`src/rtl/offchip_mem_pkg.sv`:
```
// Shared helpers for the multi-channel off-chip memory model: size decode,
// byte-lane masks, window test and latency-counter sizing.
package offchip_mem_pkg;

    // Width of a per-channel size field able to hold the value DW.
    function automatic int sw_of(input int dw);
        return $clog2(dw) + 1;
    endfunction

    // Latency counter width; must hold max(RD_LAT, WR_LAT) - 1.
    function automatic int lat_w(input int rd_lat, input int wr_lat);
        int m;
        m = (rd_lat > wr_lat) ? rd_lat : wr_lat;
        return (m <= 2) ? 1 : $clog2(m);
    endfunction

    // Bytes moved by one access; sizes wider than the bus are clipped.
    function automatic int nbytes_of(input int size_bits, input int dw);
        int n;
        n = size_bits / 8;
        return (n > dw / 8) ? dw / 8 : n;
    endfunction

    // Little-endian lane mask: lanes 0..nbytes-1 take part in the access.
    function automatic logic [7:0] byte_mask(input int nbytes);
        logic [7:0] m;
        m = '0;
        for (int k = 0; k < 8; k++) begin
            m[k] = (k < nbytes);
        end
        return m;
    endfunction

    // Computed in full int width, so addr + nbytes cannot wrap.
    function automatic logic in_window(input int addr, input int nbytes,
                                       input int base, input int memsize);
        return (addr >= base) && (addr + nbytes <= base + memsize);
    endfunction

    function automatic logic [31:0] sat_add(input logic [31:0] a, input logic [31:0] b);
        logic [32:0] s;
        s = {1'b0, a} + {1'b0, b};
        return s[32] ? '1 : s[31:0];
    endfunction

endpackage

```
`src/rtl/offchip_mem_chan_ctrl.sv`:
```
// Per-channel control: address/size decode, latency counter, DataRdy
// generation and sticky conflict / range error flags.
module offchip_mem_chan_ctrl
    import offchip_mem_pkg::*;
#(
    parameter int AW        = 7,
    parameter int DW        = 8,
    parameter int MEMSIZE   = 32,
    parameter int BASE_ADDR = 0,
    parameter int RD_LAT    = 2,
    parameter int WR_LAT    = 1
) (
    input  logic                   clock,
    input  logic                   reset,
    input  logic                   oe,
    input  logic                   we,
    input  logic [AW-1:0]          addr,
    input  logic [sw_of(DW)-1:0]   size,
    output logic                   data_rdy,
    output logic                   in_range,
    output logic [DW/8-1:0]        mask,
    output logic                   err_conflict,
    output logic                   err_range
);

    localparam int NB = DW / 8;
    localparam int LW = lat_w(RD_LAT, WR_LAT);

    logic [LW-1:0] cnt;
    logic [LW-1:0] cnt_next;
    logic [7:0]    full_mask;
    logic          valid_rd;
    logic          valid_wr;
    int            nbytes;

    // NOTE: every always_comb output gets a default first so no path can
    // leave it unassigned and infer a latch.
    always_comb begin
        nbytes    = nbytes_of(int'(size), DW);
        full_mask = byte_mask(nbytes);
        mask      = full_mask[NB-1:0];
        in_range  = in_window(int'(addr), nbytes, BASE_ADDR, MEMSIZE);
        valid_rd  = oe && !we && in_range;
        valid_wr  = we && !oe && in_range;

        // Reset masks the strobe so an access caught by reset never completes.
        data_rdy  = !reset && ((valid_rd && cnt == LW'(RD_LAT - 1)) ||
                               (valid_wr && cnt == LW'(WR_LAT - 1)));

        cnt_next  = '0;
        if ((valid_rd || valid_wr) && !data_rdy) begin
            cnt_next = cnt + 1'b1;
        end
    end

    // NOTE: sequential state is updated with non-blocking assignments only,
    // so every flop samples pre-edge values regardless of block order.
    always_ff @(posedge clock) begin
        if (reset) begin
            cnt          <= '0;
            err_conflict <= 1'b0;
            err_range    <= 1'b0;
        end else begin
            cnt <= cnt_next;
            if (oe && we) begin
                err_conflict <= 1'b1;
            end
            if ((oe || we) && !in_range) begin
                err_range <= 1'b1;
            end
        end
    end

endmodule

```
`src/rtl/offchip_mem_model_nch.sv`:
```
// N-channel off-chip memory model answering the HLS `main` master bus:
// shared byte array, per-channel latency control, preload port and counters.
module offchip_mem_model_nch
    import offchip_mem_pkg::*;
#(
    parameter int N_CH      = 2,
    parameter int AW        = 7,
    parameter int DW        = 8,
    parameter int MEMSIZE   = 32,
    parameter int BASE_ADDR = 0,
    parameter int RD_LAT    = 2,
    parameter int WR_LAT    = 1
) (
    input  logic                        clock,
    input  logic                        reset,
    input  logic [N_CH-1:0]             Mout_oe_ram,
    input  logic [N_CH-1:0]             Mout_we_ram,
    input  logic [N_CH*AW-1:0]          Mout_addr_ram,
    input  logic [N_CH*DW-1:0]          Mout_Wdata_ram,
    input  logic [N_CH*sw_of(DW)-1:0]   Mout_data_ram_size,
    input  logic                        init_we,
    input  logic [AW-1:0]               init_addr,
    input  logic [7:0]                  init_data,
    output logic [N_CH*DW-1:0]          M_Rdata_ram,
    output logic [N_CH-1:0]             M_DataRdy,
    output logic [N_CH-1:0]             err_conflict,
    output logic [N_CH-1:0]             err_range,
    output logic [31:0]                 rd_count,
    output logic [31:0]                 wr_count
);

    localparam int SW = sw_of(DW);
    localparam int NB = DW / 8;
    localparam int MW = (MEMSIZE > 1) ? $clog2(MEMSIZE) : 1;

    logic [7:0]      mem [MEMSIZE];
    logic [N_CH-1:0] rdy;
    logic [N_CH-1:0] in_rng;
    logic [NB-1:0]   mask     [N_CH];
    logic [NB-1:0]   wr_en    [N_CH];
    logic [MW-1:0]   byte_idx [N_CH][NB];
    logic [N_CH*DW-1:0] rd_next;
    logic            init_ok;
    logic [MW-1:0]   init_idx;
    logic [31:0]     rd_inc;
    logic [31:0]     wr_inc;

    for (genvar c = 0; c < N_CH; c++) begin : g_ch
        offchip_mem_chan_ctrl #(
            .AW        (AW),
            .DW        (DW),
            .MEMSIZE   (MEMSIZE),
            .BASE_ADDR (BASE_ADDR),
            .RD_LAT    (RD_LAT),
            .WR_LAT    (WR_LAT)
        ) u_ctrl (
            .clock        (clock),
            .reset        (reset),
            .oe           (Mout_oe_ram[c]),
            .we           (Mout_we_ram[c]),
            .addr         (Mout_addr_ram[c*AW +: AW]),
            .size         (Mout_data_ram_size[c*SW +: SW]),
            .data_rdy     (rdy[c]),
            .in_range     (in_rng[c]),
            .mask         (mask[c]),
            .err_conflict (err_conflict[c]),
            .err_range    (err_range[c])
        );
    end

    assign M_DataRdy = rdy;

    always_comb begin
        init_ok  = in_window(int'(init_addr), 1, BASE_ADDR, MEMSIZE);
        init_idx = MW'(int'(init_addr) - BASE_ADDR);
        rd_next  = '0;
        rd_inc   = '0;
        wr_inc   = '0;
        for (int c = 0; c < N_CH; c++) begin
            rd_inc = rd_inc + 32'(rdy[c] & Mout_oe_ram[c]);
            wr_inc = wr_inc + 32'(rdy[c] & Mout_we_ram[c]);
            for (int k = 0; k < NB; k++) begin
                byte_idx[c][k] = MW'(int'(Mout_addr_ram[c*AW +: AW]) - BASE_ADDR + k);
                wr_en[c][k]    = rdy[c] && Mout_we_ram[c] && mask[c][k];
                if (in_rng[c] && mask[c][k]) begin
                    rd_next[c*DW + 8*k +: 8] = mem[byte_idx[c][k]];
                end
            end
        end
    end

    // NOTE: the array has no reset; contents persist across reset exactly
    // like the external memory it models.
    // Later writers in this block override earlier ones: preload first, then
    // channels in ascending order so the highest index wins a shared byte.
    always_ff @(posedge clock) begin
        if (init_we && init_ok) begin
            mem[init_idx] <= init_data;
        end
        for (int c = 0; c < N_CH; c++) begin
            for (int k = 0; k < NB; k++) begin
                if (wr_en[c][k]) begin
                    mem[byte_idx[c][k]] <= Mout_Wdata_ram[c*DW + 8*k +: 8];
                end
            end
        end
    end

    // Read data is captured every cycle; a same-cycle write is not visible yet.
    always_ff @(posedge clock) begin
        if (reset) begin
            M_Rdata_ram <= '0;
            rd_count    <= '0;
            wr_count    <= '0;
        end else begin
            M_Rdata_ram <= rd_next;
            rd_count    <= sat_add(rd_count, rd_inc);
            wr_count    <= sat_add(wr_count, wr_inc);
        end
    end

endmodule
```
`config.mk`:
```
export PLATFORM = sky130hd
export DESIGN_NAME = offchip_mem_model_nch
export DESIGN_NICKNAME = d
export VERILOG_FILES = /design/src/rtl/offchip_mem_pkg.sv /design/src/rtl/offchip_mem_chan_ctrl.sv /design/src/rtl/offchip_mem_model_nch.sv
export SDC_FILE = /design/constraint.sdc
export NUM_CORES = 1
export LEC_CHECK = 0
export ABC_CLOCK_PERIOD_IN_PS = 5500
export BUFFER_PORTS_ARGS = -buffer_cell sky130_fd_sc_hd__buf_2
export CAP_MARGIN = 20
export CORE_UTILIZATION = 55
export CTS_BUF_LIST = sky130_fd_sc_hd__clkbuf_8
export DETAILED_ROUTE_END_ITERATION = 10
export HOLD_SLACK_MARGIN = 0.05
export PLACE_DENSITY_LB_ADDON = 0.12
export SLEW_MARGIN = 10
export SYNTH_ARGS = -nofsm -noshare
export SYNTH_HDL_FRONTEND = slang
export SYNTH_HIERARCHICAL = 1
export SYNTH_SLANG_ARGS = --single-unit
```
`constraint.sdc`:
```
create_clock -name clock -period 5.5 [get_ports clock]
set_input_delay 0.275 -clock clock [delete_from_list [all_inputs] [get_ports clock]]
set_output_delay 0.275 -clock clock [all_outputs]
set_load 0.05 [all_outputs]
```
==> summary.md, run 1 <==
| Metric | Value |
|---|---|
| Outcome | finished clean |
| CTS buffer count | 58 |
| Die ar. | 0.0411 mm2 |
| Vias in the first global route | 18100 |
| GRT overflow | 0 |
| Critical Path End Type | flip-flop |
| Clk sinks | 342 |
| Post-synth EDFFs | 256 |
| CTS Buffer Depth | 3 |
| Die span in y | 203 um |
| Placement Cell Area | 0.0229 mm2 |
| Endpoints failing setup | 0 |
| Seq pwr share | 49.8% |
| Starting Density | 55.8% |
| Int Power | 0.00403 W |
| Number of routed nets with antenna violations | 0 |
| I/O pins | 146 |
| First-pass GRT wire length | 125 mm |
| Max-slew headroom | 11.3% |
| Switching power | 0.00158 W |
| Synth cell types | 64 |
| Slew of the pin with the lowest slew margin | 1330 ps |
| Simple-gate area share of the yosys netlist | 14.7% |
| Synth Area in Compound Gates | 12.7% |
| Most used DFF post-synth | edfxtp_1 |
| RR Endpoint | wr_count[17] |
| # port buffers | 139 |
| Die Wd | 203 um |
| Leakage power | 10.1 nW |
| Worst VDD drop | 278 uV |
| RSZ-0062 raised after global routing | false |
| Fin. max-slew vios | 0 |
| Net count, final | 2409 |
| Vias per cell | 6.75 |
| Fillers | 3433 |
| P&R area growth vs syn | 8.71% |
| Seq/Total Area, Yosys | 42.5% |
| # rows | 73 |
| Sw Share | 28.2% |
| Share of cells above drive strength 1 | 12.1% |
| Final hold violation count | 0 |
| Main combinational cell family by area after synthesis | multiplexers |
| Period utilization | 76.9% |
| CTS tree | yes |
| Fin area | 0.0241 mm2 |
| Routability Congestion | 1.07 |
| Final wirelength | 87.1 mm |
| Post-synthesis mux area share | 23.1% |
| Crit path required time | 6080 ps |
| # placed instances | 2795 |
| Achievable frequency | 0.237 GHz |
| Hold Crit Depth | 2 |
| Clk pwr share | 38.3% |
| Arr. time, crit path | 4810 ps |
| Crit Path Class | primary input to flip-flop |
| Gate power share | 12.0% |
| Final Skew | 20.2 ps |
| Antenna violations before repair | 5 |
| # Max-Cap Violations | 0 |
| Worst Hold Class | primary input to flip-flop |
| Share of synthesized flip-flops with an asynchronous set or reset | 0% |
| Post-CTS setup buffer count | 0 |
| Hold Path Sink | g_ch[0].u_ctrl/err_conflict |
| Drt pass-1 iters | 6 |
| Synth Area in Adders | 0.519% |
| Hold_sp | reset |
| Drt initial violations | 2875 |
| Post-Syn Instances | 2297 |
| Nature of the critical path startpoint | primary input |
| Critical path fanouts, max | 27 |
| Later-pin clock latency in the skew report | 680 ps |
| Via count | 19700 |
| Largest net degree at the start of global routing | 128 |
| R2R setup slack | 1390 ps |
| CTS Root Cell | clkbuf_8 |
| P per Cell Area | 233 mW/mm2 |
| DP Wirelength | 57.4 mm |
| Mean area per synthesized cell | 9.65 um2 |
| Cell area after synthesis | 0.0222 mm2 |
| FF-to-FF path depth | 12 |
| CTS clock-pin slew for the worst setup and hold paths | 60 ps |
| Yosys warns | 6 |
| Htree depth | 2 |
| WL per Instance | 29.9 um |
| Final Non-Filler Cells | 2915 |
| All-layer global routing usage | 41.9% |
| Setup_tns | 0 ps |
| Post-Syn Nets | 2365 |
| DR DRC count | 0 |
| Crit Reg-Reg Startpoint | g_ch[1].u_ctrl/cnt |
| Core Region | 0.0397 mm2 |
| Post-route minimum period | 4230 ps |
| #FFs+latches synth | 342 |
| XOR/XNOR Fraction of Synth Area | 1.90% |
metal layers:
layer / share of wire [%] / global-route usage (%) / vias to the layer above
li1: - / - / 8613
met1: 39 / 57.2 / 9360
met2: 42 / 59.7 / 1417
met3: 14 / 12.5 / 272
met4: 5.8 / 22.2 / 6
met5: 0.045 / 0 / -
sequential cells by signal, summed over array words and instances, names as in the netlist:
register                  cells
M_Rdata_ram                  16
g_ch.u_ctrl/cnt               2
g_ch.u_ctrl/err_conflict      2
g_ch.u_ctrl/err_range         2
mem                         256
rd_count                     32
wr_count                     32
placed cells by master (no fill, tap or decap), types with 4 or more instances in the layout:
master	instances
mux2i_1	512
edfxtp_1	256
nand2_1	201
a21oi_1	197
nor2_1	194
buf_2	137
o22ai_1	128
o21ai_0	126
dfxtp_1	86
nand3_1	65
clkbuf_8	63
buf_4	45
inv_1	42
nor3_1	34
xnor2_1	25
and3_1	23
xor2_1	23
a31oi_1	21
nand4_1	14
nor4_1	14
clkinv_1	13
nand3b_1	11
nor2b_1	10
dlygate4sd3_1	10
and2_1	9
nor3b_1	8
and4_1	8
nand2b_1	6
nand2_2	6
or2_1	6
nand4b_1	6
ha_1	6
a211o_1	5
or4b_2	5
nand4bb_1	5
a21oi_2	4
o41a_1	4
cell families after synthesis:
family | count (synthesis)
XOR/XNOR | 48
AND/OR/NAND/NOR | 659
adder cells (fa/ha/maj) | 8
buffers and inverters | 227
multiplexers | 512
flip-flops | 342
AO/OA/AOI/OAI | 501
synth_stat cells, types with 4 or more instances:
master	number	area share, %
nand4bb_1	5	0.25
or2_1	6	0.17
xor2_1	23	0.91
dfxtp_1	86	7.8
nand3_1	65	1.5
and2_1	9	0.25
o22ai_1	128	3.6
a31oi_1	21	0.59
buf_4	5	0.17
a21oi_2	4	0.16
clkbuf_1	123	2.1
a211o_1	5	0.20
nor2b_1	10	0.28
inv_1	16	0.27
nor3_1	34	0.77
nand3b_1	11	0.37
xnor2_1	25	0.99
ha_1	6	0.34
nand4_1	14	0.40
nor3b_1	8	0.27
nor4_1	14	0.40
and3_1	23	0.65
nand2b_1	6	0.17
o21ai_0	126	2.8
buf_2	72	1.6
and4_1	8	0.32
nand4b_1	6	0.24
o41a_1	4	0.20
or4b_2	5	0.23
a21oi_1	197	4.4
nor2_1	194	3.3
nand2_2	6	0.17
nand2_1	201	3.4
buf_6	7	0.36
edfxtp_1	256	35
mux2i_1	512	23
worst max-delay path, cell delays in order:
cell and delay [ps]:
buf_2 280, ha_1 260, ha_1 260, o41a_1 420
o21a_1 160, nor4b_1 490, nand2_1 170, fa_1 430
inv_1 80, ha_1 210, nand3_1 200, nor4_4 420
and2_1 430, nand4_4 420, a21oi_1 290
worst max-delay path by stage:
| stage | slack [ps] | cells after the start | endpoint | from |
|---|---|---|---|---|
| after floorplan | 10 | 16 | wr_count[5] | Mout_addr_ram[7] |
| after global placement | 820 | 15 | wr_count[1] | Mout_addr_ram[0] |
| after detailed placement | 670 | 15 | wr_count[17] | Mout_addr_ram[0] |
| after CTS | 1340 | 15 | wr_count[17] | Mout_addr_ram[7] |
| after global routing | 930 | 15 | wr_count[21] | Mout_addr_ram[7] |
| final | 1270 | 15 | wr_count[17] | Mout_addr_ram[7] |
layout make-up:
type,count,area (um2),share of cell area [%]
Antenna cell,1,2.50,0.0104
Clock inverter,45,188,0.779
Tap cell,525,657,2.73
Timing Repair Buffer,195,1170,4.84
Clock buffer,63,867,3.60
Sequential cell,342,9410,39.1
Multi-Input combinational cell,1728,11700,48.7
Inverter,16,60.1,0.249
timing repair:
action                     4_1_cts  5_1_grt
hold buffers                    10        0
setup endpoints to repair        0        0
hold endpoints to repair         6        0
resized for setup                0        0
power by group through the flow:
stage                     combinational, W  sequential, W  clock (W)
after CTS                         0.000641        0.00279    0.00215
after global placement            0.000622        0.00285          0
final                             0.000672        0.00279    0.00215
after global routing              0.000684        0.00279    0.00226
after floorplan                   0.000375        0.00286          0
after detailed placement          0.000634        0.00285          0
through the flow:
step                total power (W)  hold WS, ps  setup slack [ps]  util (%)
floorplan                   0.00324          347              11.2         -
global placement            0.00347          443               820      57.7
detailed placement          0.00348          451               674      57.7
CTS                         0.00558          125              1340      60.6
global route                0.00573          170               930      60.6
finish                      0.00561          164              1270      60.6
Note: power is estimated with default switching activity, not from simulation.
==> run 2: changes to the inputs <==
- ABC_CLOCK_PERIOD_IN_PS: 5500 -> 3500
- clock period: 5.5 -> 3.5 ns (I/O delays scaled with it)
==> summary.md, run 2 (same netlist as run 1, synthesis figures left out) <==
| Metric | Value |
|---|---|
| Later-pin clock latency in the skew report | 690 ps |
| Gate power share | 12.7% |
| Hold Crit Depth | 3 |
| Largest reg by FF count | mem |
| Post-CTS setup buffer count | 0 |
| Fillers | 3287 |
| WL per Instance | 30.7 um |
| Commonest non-fill, non-tap cell in the layout | mux2i_1 |
| DP Wirelength | 62.4 mm |
| CTS buffer count | 59 |
| Die ar. | 0.0411 mm2 |
| Setup_tns | 0 ps |
| Vias per cell | 6.75 |
| Fin. max-slew vios | 0 |
| Htree depth | 2 |
| Period utilization | 91.1% |
| Sw Share | 28.6% |
| CTS clock-pin slew for the worst setup and hold paths | 60 ps |
| Switching power | 0.00259 W |
| Die Wd | 203 um |
| All-layer global routing usage | 44.7% |
| Crit Path Class | flip-flop to flip-flop |
| Share of cells above drive strength 1 | 17.8% |
| Drt pass-1 iters | 6 |
| Int Power | 0.00647 W |
| CTS Root Cell | clkbuf_8 |
| Largest net degree at the start of global routing | 133 |
| Final wirelength | 93.0 mm |
| # Max-Cap Violations | 0 |
| Post-route minimum period | 3190 ps |
| DR DRC count | 0 |
| Clk pwr share | 38.9% |
| Reg area | 0.00941 mm2 |
| P&R area growth vs syn | 13.9% |
| Vias in the first global route | 18600 |
| # rows | 73 |
| CTS Buffer Depth | 3 |
| GRT overflow | 0 |
| Clk sinks | 342 |
| Seq pwr share | 48.4% |
| Largest register FFs | 256 |
| Final Skew | 19.2 ps |
| Via count | 20400 |
| Die span in y | 203 um |
| Number of routed nets with antenna violations | 0 |
| Crit path required time | 4110 ps |
| Routability Congestion | 1.08 |
| Nature of the critical path startpoint | flip-flop |
| Final hold violation count | 0 |
| Endpoints failing setup | 0 |
| RSZ-0062 raised after global routing | false |
| Multi-input logic area | 0.0119 mm2 |
| Critical Path End Type | flip-flop |
| Arr. time, crit path | 3800 ps |
| Top flop regs | mem (256), rd_count (32), wr_count (32) |
| P per Cell Area | 359 mW/mm2 |
| Final Non-Filler Cells | 3027 |
| CTS tree | yes |
| Critical path fanouts, max | 27 |
| FF-to-FF path depth | 11 |
| First-pass GRT wire length | 132 mm |
| Max-slew headroom | 20.9% |
| Worst Hold Class | primary input to flip-flop |
| Drt initial violations | 2835 |
| # placed instances | 2909 |
| Leading cell types in the layout, fill and taps excluded | mux2i_1, edfxtp_1, nand2_1, nor2_1, a21oi_1 |
| Net count, final | 2525 |
| Achievable frequency | 0.314 GHz |
| Leakage power | 10.6 nW |
| # port buffers | 139 |
| Outcome | finished clean |
| Starting Density | 55.8% |
| I/O pins | 146 |
| Antenna violations before repair | 3 |
| Worst VDD drop | 313 uV |
| Core Region | 0.0397 mm2 |
| Slew of the pin with the lowest slew margin | 1190 ps |
-- run 2: cell types whose count changed in the layout (fill, tap and decap cells not counted), sizes merged --
cell         before  now
bufinv            0    1
inv              43   37
dlygate4sd3      10   12
clkbuf           63   64
clkinvlp          3    4
buf             185  298
-- run 2: final cells by class --
class / instances / share of cell area, %
Multi-Input combinational cell: 1728 / 47.3
Sequential cell: 342 / 37.3
Timing Repair Buffer: 310 / 8.26
Clock buffer: 64 / 3.49
Tap cell: 525 / 2.60
Clock inverter: 41 / 0.803
Inverter: 16 / 0.238
Antenna cell: 1 / 0.00991
-- run 2: what timing repair did --
action	4_1_cts	5_1_grt
gates resized for setup	0	0
hold endpoints to repair	21	0
hold buffers	12	0
-- run 2: worst max-delay path, stage by stage (launching register included) --
cell      delay [ps]
dfxtp_1          320
or3b_2           460
a21oi_1          150
nor4b_4          360
and2_1           220
fa_1             260
ha_2             280
nand3_4          170
nor4_4           370
nand2b_1         100
buf_4            240
a21oi_1          170
-- run 2: layer usage --
| layer | track usage [%] | wire [um] | vias to the layer above |
|---|---|---|---|
| li1 | - | - | 8829 |
| met1 | 60.1 | 35000 | 9750 |
| met2 | 65.9 | 39600 | 1561 |
| met3 | 11.1 | 12300 | 293 |
| met4 | 24.9 | 6150 | 4 |
| met5 | 0 | 38 | - |
-- run 2: power by group through the flow --
stage / clock (W) / sequential [W] / combinational, W
after floorplan: 0 / 0.00450 / 0.000599
after global placement: 0 / 0.00447 / 0.00106
after detailed placement: 0 / 0.00447 / 0.00108
after CTS: 0.00352 / 0.00439 / 0.00109
after global routing: 0.00368 / 0.00439 / 0.00116
final: 0.00352 / 0.00439 / 0.00115
-- run 2: final timing paths --
kind	start	to	slack, ps
max	g_ch[1].u_ctrl/cnt	rd_count[2]	310
min reg2reg	g_ch[1].u_ctrl/err_range	g_ch[1].u_ctrl/err_range	530
min	Mout_addr_ram[12]	g_ch[1].u_ctrl/err_range	80
max reg2reg	g_ch[1].u_ctrl/cnt	rd_count[2]	310
-- run 2: stage by stage --
stage / util (%) / hold slack [ps] / setup WS [ps] / instance area, um2 / power (W)
finish: 63.5 / 83.4 / 313 / 25200 / 0.00906
global route: 63.5 / 80.3 / 55.6 / 25200 / 0.00923
CTS: 63.5 / 59.8 / 303 / 25200 / 0.00900
detailed placement: 60.5 / 471 / -68.1 / 24000 / 0.00555
global placement: 60.5 / 443 / 89.9 / 24000 / 0.00553
floorplan: - / 247 / -225 / 22400 / 0.00510
